### src/rtl/jtvigil_rom_sched.sv
// Graphics-ROM read-port scheduler: two tile-fetch requesters share one SDRAM port,
// each with a single-word cache so repeated reads of one address never touch SDRAM.
module jtvigil_rom_sched #(
  parameter int               AW0     = 17,
  parameter int               AW1     = 18,
  parameter int               AWO     = 22,
  parameter logic [AWO-1:0]   OFFSET0 = '0,
  parameter logic [AWO-1:0]   OFFSET1 = '0,
  parameter int               PRIO    = 0
) (
  input  logic            clk,
  input  logic            rst_n,
  input  logic [AW0-1:0]  rom0_addr,
  input  logic            rom0_cs,
  output logic [31:0]     rom0_data,
  output logic            rom0_ok,
  input  logic [AW1-1:0]  rom1_addr,
  input  logic            rom1_cs,
  output logic [31:0]     rom1_data,
  output logic            rom1_ok,
  output logic [AWO-1:0]  sdram_addr,
  output logic            sdram_cs,
  input  logic            sdram_ok,
  input  logic [31:0]     sdram_data
);

  localparam int LW     = (AW0 > AW1) ? AW0 : AW1;
  localparam int DATA_W = 32;

  typedef enum logic [1:0] {IDLE, BUSY, GAP} state_t;

  state_t              state_q;
  logic                sdram_cs_q;
  logic [AWO-1:0]      sdram_addr_q;
  logic [DATA_W-1:0]   data0_q, data1_q;
  logic                valid0_q, valid1_q;
  logic [AW0-1:0]      last0_q;
  logic [AW1-1:0]      last1_q;
  logic [LW-1:0]       lat_addr_q;
  logic                rr_q;
  logic                owner_q;

  logic                hit0, hit1;
  logic                need0, need1;
  logic                pick1_d;
  logic [LW-1:0]       req_addr_d;
  logic [AWO-1:0]      sdram_addr_d;

  function automatic logic [AWO-1:0] map_addr(input logic [LW-1:0] a,
                                               input logic [AWO-1:0] off);
    return off + AWO'(a);
  endfunction

  assign hit0  = valid0_q & (rom0_addr == last0_q);
  assign hit1  = valid1_q & (rom1_addr == last1_q);
  assign need0 = rom0_cs & ~hit0;
  assign need1 = rom1_cs & ~hit1;

  // Req 1 wins when it is the only one missing, or on a tie when round-robin favours it.
  assign pick1_d      = need1 & (~need0 | ((PRIO == 0) & rr_q));
  assign req_addr_d   = pick1_d ? LW'(rom1_addr) : LW'(rom0_addr);
  assign sdram_addr_d = pick1_d ? map_addr(req_addr_d, OFFSET1)
                                : map_addr(req_addr_d, OFFSET0);

  always_ff @(posedge clk or negedge rst_n) begin
    if (!rst_n) begin
      state_q      <= IDLE;
      sdram_cs_q   <= 1'b0;
      sdram_addr_q <= '0;
      data0_q      <= '0;
      data1_q      <= '0;
      valid0_q     <= 1'b0;
      valid1_q     <= 1'b0;
      last0_q      <= '0;
      last1_q      <= '0;
      lat_addr_q   <= '0;
      rr_q         <= 1'b0;
      owner_q      <= 1'b0;
    end else begin
      case (state_q)
        IDLE: begin
          if (need0 | need1) begin
            owner_q      <= pick1_d;
            lat_addr_q   <= req_addr_d;
            sdram_addr_q <= sdram_addr_d;
            sdram_cs_q   <= 1'b1;
            state_q      <= BUSY;
          end
        end
        BUSY: begin
          // The cache tag comes from the latched address, so a requester changing
          // its address mid-fetch can never get data tagged with the new one.
          if (sdram_ok) begin
            if (owner_q) begin
              data1_q  <= sdram_data;
              last1_q  <= AW1'(lat_addr_q);
              valid1_q <= 1'b1;
            end else begin
              data0_q  <= sdram_data;
              last0_q  <= AW0'(lat_addr_q);
              valid0_q <= 1'b1;
            end
            sdram_cs_q <= 1'b0;
            rr_q       <= ~owner_q;
            state_q    <= GAP;
          end
        end
        GAP: begin
          state_q <= IDLE;
        end
        default: begin
          state_q    <= IDLE;
          sdram_cs_q <= 1'b0;
        end
      endcase
    end
  end

  assign rom0_data  = data0_q;
  assign rom1_data  = data1_q;
  assign rom0_ok    = rom0_cs & hit0;
  assign rom1_ok    = rom1_cs & hit1;
  assign sdram_cs   = sdram_cs_q;
  assign sdram_addr = sdram_addr_q;

endmodule

### config.mk
export PLATFORM = sky130hd
export DESIGN_NAME = jtvigil_rom_sched
export DESIGN_NICKNAME = d
export VERILOG_FILES = /design/src/rtl/jtvigil_rom_sched.sv
export SDC_FILE = /design/constraint.sdc
export NUM_CORES = 1
export LEC_CHECK = 0
export CAP_MARGIN = 10
export CORE_MARGIN = 10
export CORE_UTILIZATION = 50
export DETAILED_ROUTE_END_ITERATION = 8
export GPL_TIMING_DRIVEN = 1
export PLACE_DENSITY = 0.83
export SLEW_MARGIN = 20
export SYNTH_ARGS = -nofsm -noshare
export SYNTH_HDL_FRONTEND = slang
export SYNTH_SLANG_ARGS = --single-unit
### constraint.sdc
create_clock -name clk -period 5.45 [get_ports clk]
set_input_delay 1.635 -clock clk [delete_from_list [all_inputs] [get_ports clk]]
set_output_delay 1.635 -clock clk [all_outputs]
set_load 0.1 [all_outputs]
== Word-level counts from Yosys, hierarchy flattened ==
Index checks and enable logic that the tools add are counted.
W data, S select, Z words.

* Logic and storage cells: 45
* Output and inout port bits: 89
* Register bits after elaboration: 124

* Reduce and logical (&&, ||, !) cells: 7
* Equality and inequality tests: 6
* Mux-type cells: 7
* Bitwise operators: 14

{| class="wikitable"
|+ Operators with widths
! cell !! number
|-
| $eq A18 B18 Y1 || 1
|-
| $mux W18 || 1
|-
| $eq A17 B17 Y1 || 1
|-
| $reduce_and A3 Y1 || 3
|-
| $and A1 B1 Y1 || 7
|-
| $reduce_and A2 Y1 || 3
|-
| $not A1 Y1 || 5
|-
| $mux W2 || 2
|-
| $ne A2 B2 Y1 const B || 2
|-
| $pmux W2 S2 || 1
|-
| $pmux W1 S3 || 1
|-
| $eq A2 B1 Y1 const B || 1
|-
| $eq A2 B2 Y1 const B || 1
|-
| $logic_not A2 Y1 || 1
|-
| $mux W1 || 2
|-
| $or A1 B1 Y1 || 2
|}

== Longest topological paths before layout ==
Gate-level depths: netlist of run 1.

* Word-level depth: 8
* Mapped depth: 8
* Mapped depth without buffers: 6

== Worst setup path before layout of run 1 ==
No wires, ideal clock.

* Kind: input -> output
* Start: input rom0_addr[6]
* End: output rom0_ok
* Path buffers: 0
* Required time: 3.815 ns
* Cell stages on the path: 4
* Arrival: 3.064 ns
* Slack: 0.751 ns
* Cells stage by stage: xnor2_1 > nand2_1 > nor4bb_1 > and3_1

* Longest elaborated chain between the ends: 3

{| class="wikitable"
|+ RTL lines
! what !! RTL line !! text
|-
| start: declaration || 13 || <nowiki>input logic [AW0-1:0] rom0_addr,</nowiki>
|-
| $eq A17 B17 Y1 || 54 || <nowiki>assign hit0 = valid0_q & (rom0_addr == last0_q);</nowiki>
|-
| $and A1 B1 Y1 || 54 ||
|-
| $and A1 B1 Y1 || 121 || <nowiki>assign rom0_ok = rom0_cs & hit0;</nowiki>
|-
| end: declaration || 16 || <nowiki>output logic rom0_ok,</nowiki>
|}

Every way passes these cells.

== Worst setup path in the final report of run 1 ==
Same ends and word-level chain as after synthesis.

==> results of run 1 <==
==> area by class of cell <==
class,instances,area (µm²)
Timing Repair Buffer,163,1640
Clock buffer,22,463
Tap cell,136,170
Fill cell,697,2750
Sequential cell,124,3100
Inverter,3,11.3
Clock inverter,8,140
Multi-Input combinational cell,259,2140
==> sequential cells by signal (all words and copies together) (netlist names) <==
name        cells
valid1_q        1
last1_q        18
state_q         2
last0_q        17
rom0_data      32
valid0_q        1
sdram_addr     18
sdram_cs        1
owner_q         1
rr_q            1
rom1_data      32
==> per-stage QoR <==
stage / worst slack (ns) / instances / utilization
after floorplan: 0.751 / 412 / -
after global routing: 0.256 / 715 / 0.736
final: 0.375 / 715 / 0.736
after detailed placement: 0.413 / 685 / 0.679
after CTS: 0.400 / 715 / 0.736
after global placement: 0.347 / 685 / 0.679
==> cell usage in the layout, fill, tap and decap left out, drive strengths merged, types with 3 or more instances in the layout <==
cell,netlist,layout
a31oi,18,18
and3,3,3
buf,13,10
bufinv,0,4
clkbuf,13,22
clkdlybuf4s50,0,153
clkinv,0,4
conb,1,4
dfrtp,124,124
inv,3,3
mux2,98,98
nand2,5,5
nand3,19,19
nand4,14,14
nor3,19,19
o21ai,20,20
xnor2,33,33
xor2,3,3
==> cell families (layout without fill, tap and decap cells) <==
| group | after synthesis | in the layout | share of synthesized area |
|---|---|---|---|
| simple gates | 75 | 75 | 0.0773 |
| mux | 98 | 98 | 0.205 |
| other cells | 1 | 4 | 0.000698 |
| flops | 124 | 124 | 0.578 |
| compound gates | 46 | 46 | 0.0526 |
| xor+xnor | 36 | 36 | 0.0587 |
| buf+inv | 29 | 196 | 0.0275 |
==> worst paths after layout <==
kind / from / endpoint / depth (start not counted)
worst min-delay path: sdram_cs / sdram_cs / 1
worst max register to register: last1_q[16] / sdram_addr[16] / 6
max in group asynchronous: rst_n / rom1_data[9] / 2
worst max-delay path: rom0_addr[6] / rom0_ok / 6
worst min register to register: sdram_cs / sdram_cs / 1
min in group asynchronous: rst_n / last0_q[6] / 1
==> metal layers <==
metal / GRT usage / share of wire / routed length (µm)
met5: 0 / 0 / 0
met1: 0.241 / 0.37 / 5860
met2: 0.344 / 0.47 / 7590
met4: 0.0735 / 0.017 / 270
met3: 0.127 / 0.14 / 2300
==> results_dict.tcl, run 1 <==
set metrics [dict create \
    worstSetupEndpointType "output port" \
    clock_skew_ns 0.0101 \
    rsz0062_at_grt "false" \
    ys_top_cells_by_count "dfrtp_1, mux2_2, xnor2_1" \
    grt_first_pass_wirelength_um 25100 \
    max_cap_violations 0 \
    fin_setup_tns_ns 0 \
    fp-row-count 37 \
    finalSetupViolCount 0 \
    drive_above_1_share 0.242 \
    ys_async_sr_fraction 1.00 \
    drc_errors 0 \
    antenna_found_initial 0 \
    pin_count 161 \
    cts_setup_buffers 0 \
    synthesis.area_um2 5370 \
    fin_crit_sh 0.931 \
    cp_top_family "simple AND/OR/NAND/NOR gates" \
    ant_nets 0 \
    cp_num_buf_inv 2 \
    synth-seq-cells 124 \
    syn_avg_cell_area_um2 13.1 \
    hold_viol_final 0 \
    start_kind "input pin" \
    maxSlewViolCount 0 \
    clk_pin_slew_ns 0.06 \
    synth_cells 409 \
    timing.reg2reg.setup_slack_ns 2.71 \
    dpl_cell_area_um2 7070 \
    fin_area_um2 7670 \
    wl_per_cell_um 22.4 \
    synth_seq_area_share 0.578 \
    cp_cell_sequence "clkdlybuf4s50_1 > xnor2_1 > nand2_1 > nor4bb_1 > and3_1 > buf_12" \
    nets 640 \
    synthFlopType "dfrtp_1" \
    path_class "input pin to output port" \
    clock-root-buffer "clkbuf_8" \
    tritoncts "done" \
    clock_path_buffers 2 \
    cpMaxStageDelayCell "nor4bb_1" \
    start_util 0.516 \
    path_max_fanout 3 \
    layout_min_cycle_time_ns 5.08 \
    hold_class "flop to flop" \
    drt-vias-per-instance 5.68 \
    vias 4058 \
    clkLatencyLatePin_ns 0.51 \
    cp.arrival_ns 3.44 \
    dieArea_um2 15300 \
    post_cts_resized 0 \
    hpwl_um 11300 \
    cts_max_level 4 \
    required_ns 3.82 \
    track_usage 0.218 \
    core_area_um2 10400 \
    drt_iter0_markers 407 \
    synth_top_area_frac 0.578 \
    max_stage_delay_ns 0.50 \
    grt_max_degree 51 \
    io_buffers 156 \
    cts_made_buffers 17 \
    yosysMostFrequentCell "dfrtp_1" \
    drt_pass1_iterations 5 \
    grt_pass1_vias 4516 \
    grt-ovfl-total 0 \
    synth_warnings 0 \
    die_w_um 124 \
    cts_sinks 124 \
    diodes 0 \
    relSlewSlack 0.312 \
    outcome "finished, final reports clean" \
    gp_congestion 1.01 \
    ctsHoldBuffers 0 \
    synth_cell_types 38 \
    synth-edff-count 0 \
    syn2layout_area_growth_pct 42.8 \
    synth_top_area_cell "dfrtp_1" \
    tightest_slew_ns 1.03 \
    fmax_mhz 197 \
    synthTopCellsByArea "dfrtp_1, mux2_2, xnor2_1" \
    die-height_um 124 \
    fin_hold_ws_ns 0.483 \
    wl_um 16000 \
]
Power of run 1 is left out: the tool's default activity adds up to more than one toggle a clock period on the data nets, which glitch-free logic cannot reach.
==> run 2: changes to the inputs <==
--- a/config.mk
+++ b/config.mk
@@ -6,11 +6,13 @@
 export NUM_CORES = 1
 export LEC_CHECK = 0
 export CAP_MARGIN = 10
+export CORE_ASPECT_RATIO = 1.25
 export CORE_MARGIN = 10
 export CORE_UTILIZATION = 50
 export DETAILED_ROUTE_END_ITERATION = 8
+export DONT_BUFFER_PORTS = 1
 export GPL_TIMING_DRIVEN = 1
-export PLACE_DENSITY = 0.83
+export PLACE_DENSITY = 0.64
 export SLEW_MARGIN = 20
 export SYNTH_ARGS = -nofsm -noshare
 export SYNTH_HDL_FRONTEND = slang
==> run 2 against run 1 <==
Effect of this change:
- clock-buffer cell count shrank 5
- die area is 0.17% higher
- fmax grew 9.7%
- setup slack better by 0.45 ns
- utilization is 16 points lower
- critical path depth shrank 1
- sequential cell count unchanged
- worst hold slack gained 0.017 ns
- register-to-register slack got worse by 0.02 ns
- global-route usage decreased by 3.4 points
==> results_dict.tcl, run 2 (synthesis gave the netlist of run 1 again) <==
set metrics [dict create \
    vias 3390 \
    clock_path_buffers 2 \
    drt-vias-per-instance 6.08 \
    drt_iter0_markers 162 \
    io_buffers 0 \
    hold_class "flop to flop" \
    layout_min_cycle_time_ns 4.63 \
    pin_count 161 \
    hp-start "rr_q" \
    routed.top_layer "met4" \
    dp.cells 526 \
    antenna_found_initial 0 \
    r2r-end "sdram_cs" \
    layout_commonest_cell "dfrtp_1" \
    core_area_um2 10600 \
    dpl_cell_area_um2 5480 \
    maxSlewViolCount 0 \
    r2r-start "last1_q[10]" \
    layout_common_cells "dfrtp_1, mux2_2, xnor2_1" \
    cts_sinks 124 \
    grt_pass1_vias 3744 \
    start_kind "input pin" \
    clk_pin_slew_ns 0.05 \
    syn2layout_area_growth_pct 13.1 \
    fin_setup_tns_ns 0 \
    required_ns 3.82 \
    worstSetupEndpointType "output port" \
    clkLatencyLatePin_ns 0.41 \
    outcome "finished, final reports clean" \
    fp-row-count 42 \
    gp_congestion 0.883 \
    wl_per_cell_um 25.0 \
    wl_um 13900 \
    reg2reg_depth 6 \
    cts_made_buffers 17 \
    cts_setup_buffers 0 \
    fin_area_um2 6070 \
    nets 485 \
    tritoncts "done" \
    hold_viol_final 0 \
    fin_cells 558 \
    clock-root-buffer "clkbuf_16" \
    cts_max_level 4 \
    grt_first_pass_wirelength_um 21600 \
    tightest_slew_ns 1.00 \
    post_cts_resized 0 \
    drt_pass1_iterations 5 \
    finalSetupViolCount 0 \
    fin_crit_sh 0.849 \
    diodes 0 \
    grt-ovfl-total 0 \
    grt_max_degree 125 \
    cp.arrival_ns 2.99 \
    path_max_fanout 3 \
    die_w_um 113 \
    timing.reg2reg.setup_slack_ns 2.69 \
    drc_errors 0 \
    utilization 0.575 \
    die-height_um 136 \
    dieArea_um2 15300 \
    max_cap_violations 0 \
    drive_above_1_share 0.331 \
    relSlewSlack 0.331 \
    start_util 0.509 \
    route.layer.met1.wl_um 4730 \
    track_usage 0.183 \
    path_class "input pin to output port" \
    hpwl_um 9850 \
    rsz0062_at_grt "false" \
    ctsHoldBuffers 0 \
    whs_path_depth 1 \
    fmax_mhz 216 \
    worstHoldEndpoint "rr_q" \
    ant_nets 0 \
    wl_met3_um 1900 \
    wl_met2_um 7060 \
    clock_skew_ns 0.00699 \
]
## run 2: worst max path at each step
stage	from	endpoint	slack, ns	cells past startpoint
3_3_place_gp	rom0_addr[6]	rom0_ok	0.92	5
6_report	rom0_addr[6]	rom0_ok	0.82	5
5_1_grt	rom0_addr[6]	rom0_ok	0.79	5
4_1_cts	rom0_addr[6]	rom0_ok	0.82	5
3_5_place_dp	rom0_addr[6]	rom0_ok	0.83	5
2_1_floorplan	rom0_addr[6]	rom0_ok	0.75	4
## run 2: area by class of cell
cell class | count | area, µm²
timing repair buffer | 8 | 60.1
multi-input combinational | 259 | 2140
fill | 868 | 4490
tap | 132 | 165
sequential | 124 | 3100
inverter | 3 | 11.3
clock inverter | 15 | 174
clock buffer | 17 | 425
## run 2: metrics by stage
| step | worst slack [ns] | hold slack [ns] |
|---|---|---|
| 6_report | 0.824 | 0.500 |
| 5_1_grt | 0.787 | 0.522 |
| 3_5_place_dp | 0.831 | 0.494 |
| 2_1_floorplan | 0.751 | 0.454 |
| 4_1_cts | 0.817 | 0.506 |
| 3_3_place_gp | 0.915 | 0.477 |
## run 2: routing by layer
layer  vias to the layer above  GRT usage
met5                         -          0
met4                         0     0.0756
met3                        22      0.101
met2                       171      0.303
met1                      1724      0.190
li1                       1473          -
## run 2: critical path: stages
cell,delay [ns]
xnor2_1,0.25
nand2_1,0.10
nor4bb_1,0.48
and3_1,0.23
buf_4,0.29
Power of run 2 is left out for the same reason.
==> run 3: changes to the inputs <==
--- a/config.mk
+++ b/config.mk
@@ -12,7 +12,7 @@
 export DETAILED_ROUTE_END_ITERATION = 8
 export DONT_BUFFER_PORTS = 1
 export GPL_TIMING_DRIVEN = 1
-export PLACE_DENSITY = 0.64
+export PLACE_DENSITY = 0.67
 export SLEW_MARGIN = 20
 export SYNTH_ARGS = -nofsm -noshare
 export SYNTH_HDL_FRONTEND = slang
==> constraint.sdc (replaced) <==
create_clock -name clk -period 3.75 [get_ports clk]
set_input_delay 1.125 -clock clk [delete_from_list [all_inputs] [get_ports clk]]
set_output_delay 1.125 -clock clk [all_outputs]
set_load 0.1 [all_outputs]
==> run 3 against run 2 <==
Effect of this change:
- utilization rose by 0.91 points
- sequential share of layout area fell by 0.80 points
- global-route usage fell by 0.34 points
- clock-buffer cell count rose by 1
- clock skew rose by 0.0026 ns
- design area rose by 1.6%
- sequential cell count did not move
- cell count rose by 0.54%
- worst hold slack got worse by 0.088 ns
- routed wire length barely moved
- critical path depth did not move
==> results_dict.tcl, run 3 (synthesis gave the netlist of run 1 again) <==
set metrics [dict create \
    cts_made_buffers 17 \
    tightest_slew_ns 1.02 \
    wl_met2_um 7110 \
    hold_viol_final 0 \
    grt-ovfl-total 0 \
    hold_class "input pin to async pin" \
    wl_met3_um 1910 \
    clk_pin_slew_ns 0.06 \
    start_util 0.509 \
    fmax_mhz 284 \
    ant_nets 0 \
    routed.top_layer "met4" \
    layout_min_cycle_time_ns 3.52 \
    clock-root-buffer "clkbuf_16" \
    dieArea_um2 15300 \
    grt_pass1_vias 3651 \
    drt_iter0_markers 140 \
    multi_input_area_um2 2140 \
    track_usage 0.180 \
    maxSlewViolCount 0 \
    layout_commonest_cell "dfrtp_1" \
    core_area_um2 10600 \
    syn2layout_area_growth_pct 14.9 \
    gp_congestion 0.904 \
    grt_first_pass_wirelength_um 21400 \
    ctsHoldBuffers 0 \
    fin_setup_tns_ns 0 \
    pin_count 161 \
    antenna_found_initial 0 \
    clkLatencyLatePin_ns 0.41 \
    worstSetupEndpointType "output port" \
    wl_per_cell_um 24.9 \
    path_class "input pin to output port" \
    diodes 0 \
    clock_path_buffers 2 \
    die_w_um 113 \
    cp.arrival_ns 2.39 \
    max_cap_violations 0 \
    path_max_fanout 2 \
    grt_max_degree 125 \
    route.layer.met1.wl_um 4720 \
    cts_max_level 4 \
    drt-vias-per-instance 6.07 \
    rsz0062_at_grt "false" \
    layout_common_cells "dfrtp_1, mux2_2, xnor2_1" \
    required_ns 2.62 \
    tritoncts "done" \
    drt_pass1_iterations 4 \
    finalSetupViolCount 0 \
    drive_above_1_share 0.333 \
    outcome "finished, final reports clean" \
    clock_skew_ns 0.00956 \
    relSlewSlack 0.318 \
    worst_slack_ns 0.231 \
    io_buffers 0 \
    place_ws_ns 0.247 \
    drc_errors 0 \
    cts_setup_buffers 0 \
    cts_sinks 124 \
    reg2reg_depth 6 \
    vias 3407 \
    fillers 834 \
    wl_um 14000 \
    hpwl_um 9990 \
    fp-row-count 42 \
    nets 488 \
    die-height_um 136 \
    fin_crit_sh 0.938 \
    ff_latch_area_um2 3100 \
    start_kind "input pin" \
    post_cts_resized 0 \
    fin_hold_ws_ns 0.412 \
]
run 3: per-stage QoR:
stage | instances | instance area, µm² | utilization
5_1_grt | 561 | 6170 | 0.584
3_5_place_dp | 529 | 5550 | 0.525
3_3_place_gp | 529 | 5550 | 0.525
2_1_floorplan | 412 | 5380 | -
6_report | 561 | 6170 | 0.584
4_1_cts | 561 | 6170 | 0.584
run 3: worst max-delay path: stages:
cell and delay [ns]:
xnor2_1 0.26, nand4_1 0.14, nor4_1 0.38, and3_1 0.29, buf_12 0.19
run 3: worst paths after layout:
check / endpoint / startpoint / slack (ns)
min in group clk: last1_q[17] / last1_q[17] / 0.50
worst min-delay path: sdram_addr[6] / rst_n / 0.41
worst max-delay path: rom1_ok / rom1_addr[6] / 0.23
worst min register to register: last1_q[17] / last1_q[17] / 0.50
max in group asynchronous: rom1_data[28] / rst_n / 3.13
worst max register to register: state_q[0] / last1_q[12] / 1.25
run 3: area by class of cell:
| type | count | area share |
|---|---|---|
| inverters | 3 | 0.00182 |
| clock buffers | 18 | 0.0695 |
| clock inverters | 14 | 0.0314 |
| flip-flops and latches | 124 | 0.503 |
| repair buffers | 11 | 0.0215 |
| well taps | 132 | 0.0268 |
| multi-input cells | 259 | 0.346 |
run 3: metal layers:
metal | global-route usage | up-vias
li1 | - | 1483
met1 | 0.185 | 1746
met2 | 0.295 | 163
met3 | 0.112 | 15
met4 | 0.0614 | 0
met5 | 0 | -
Power of run 3 is left out for the same reason.
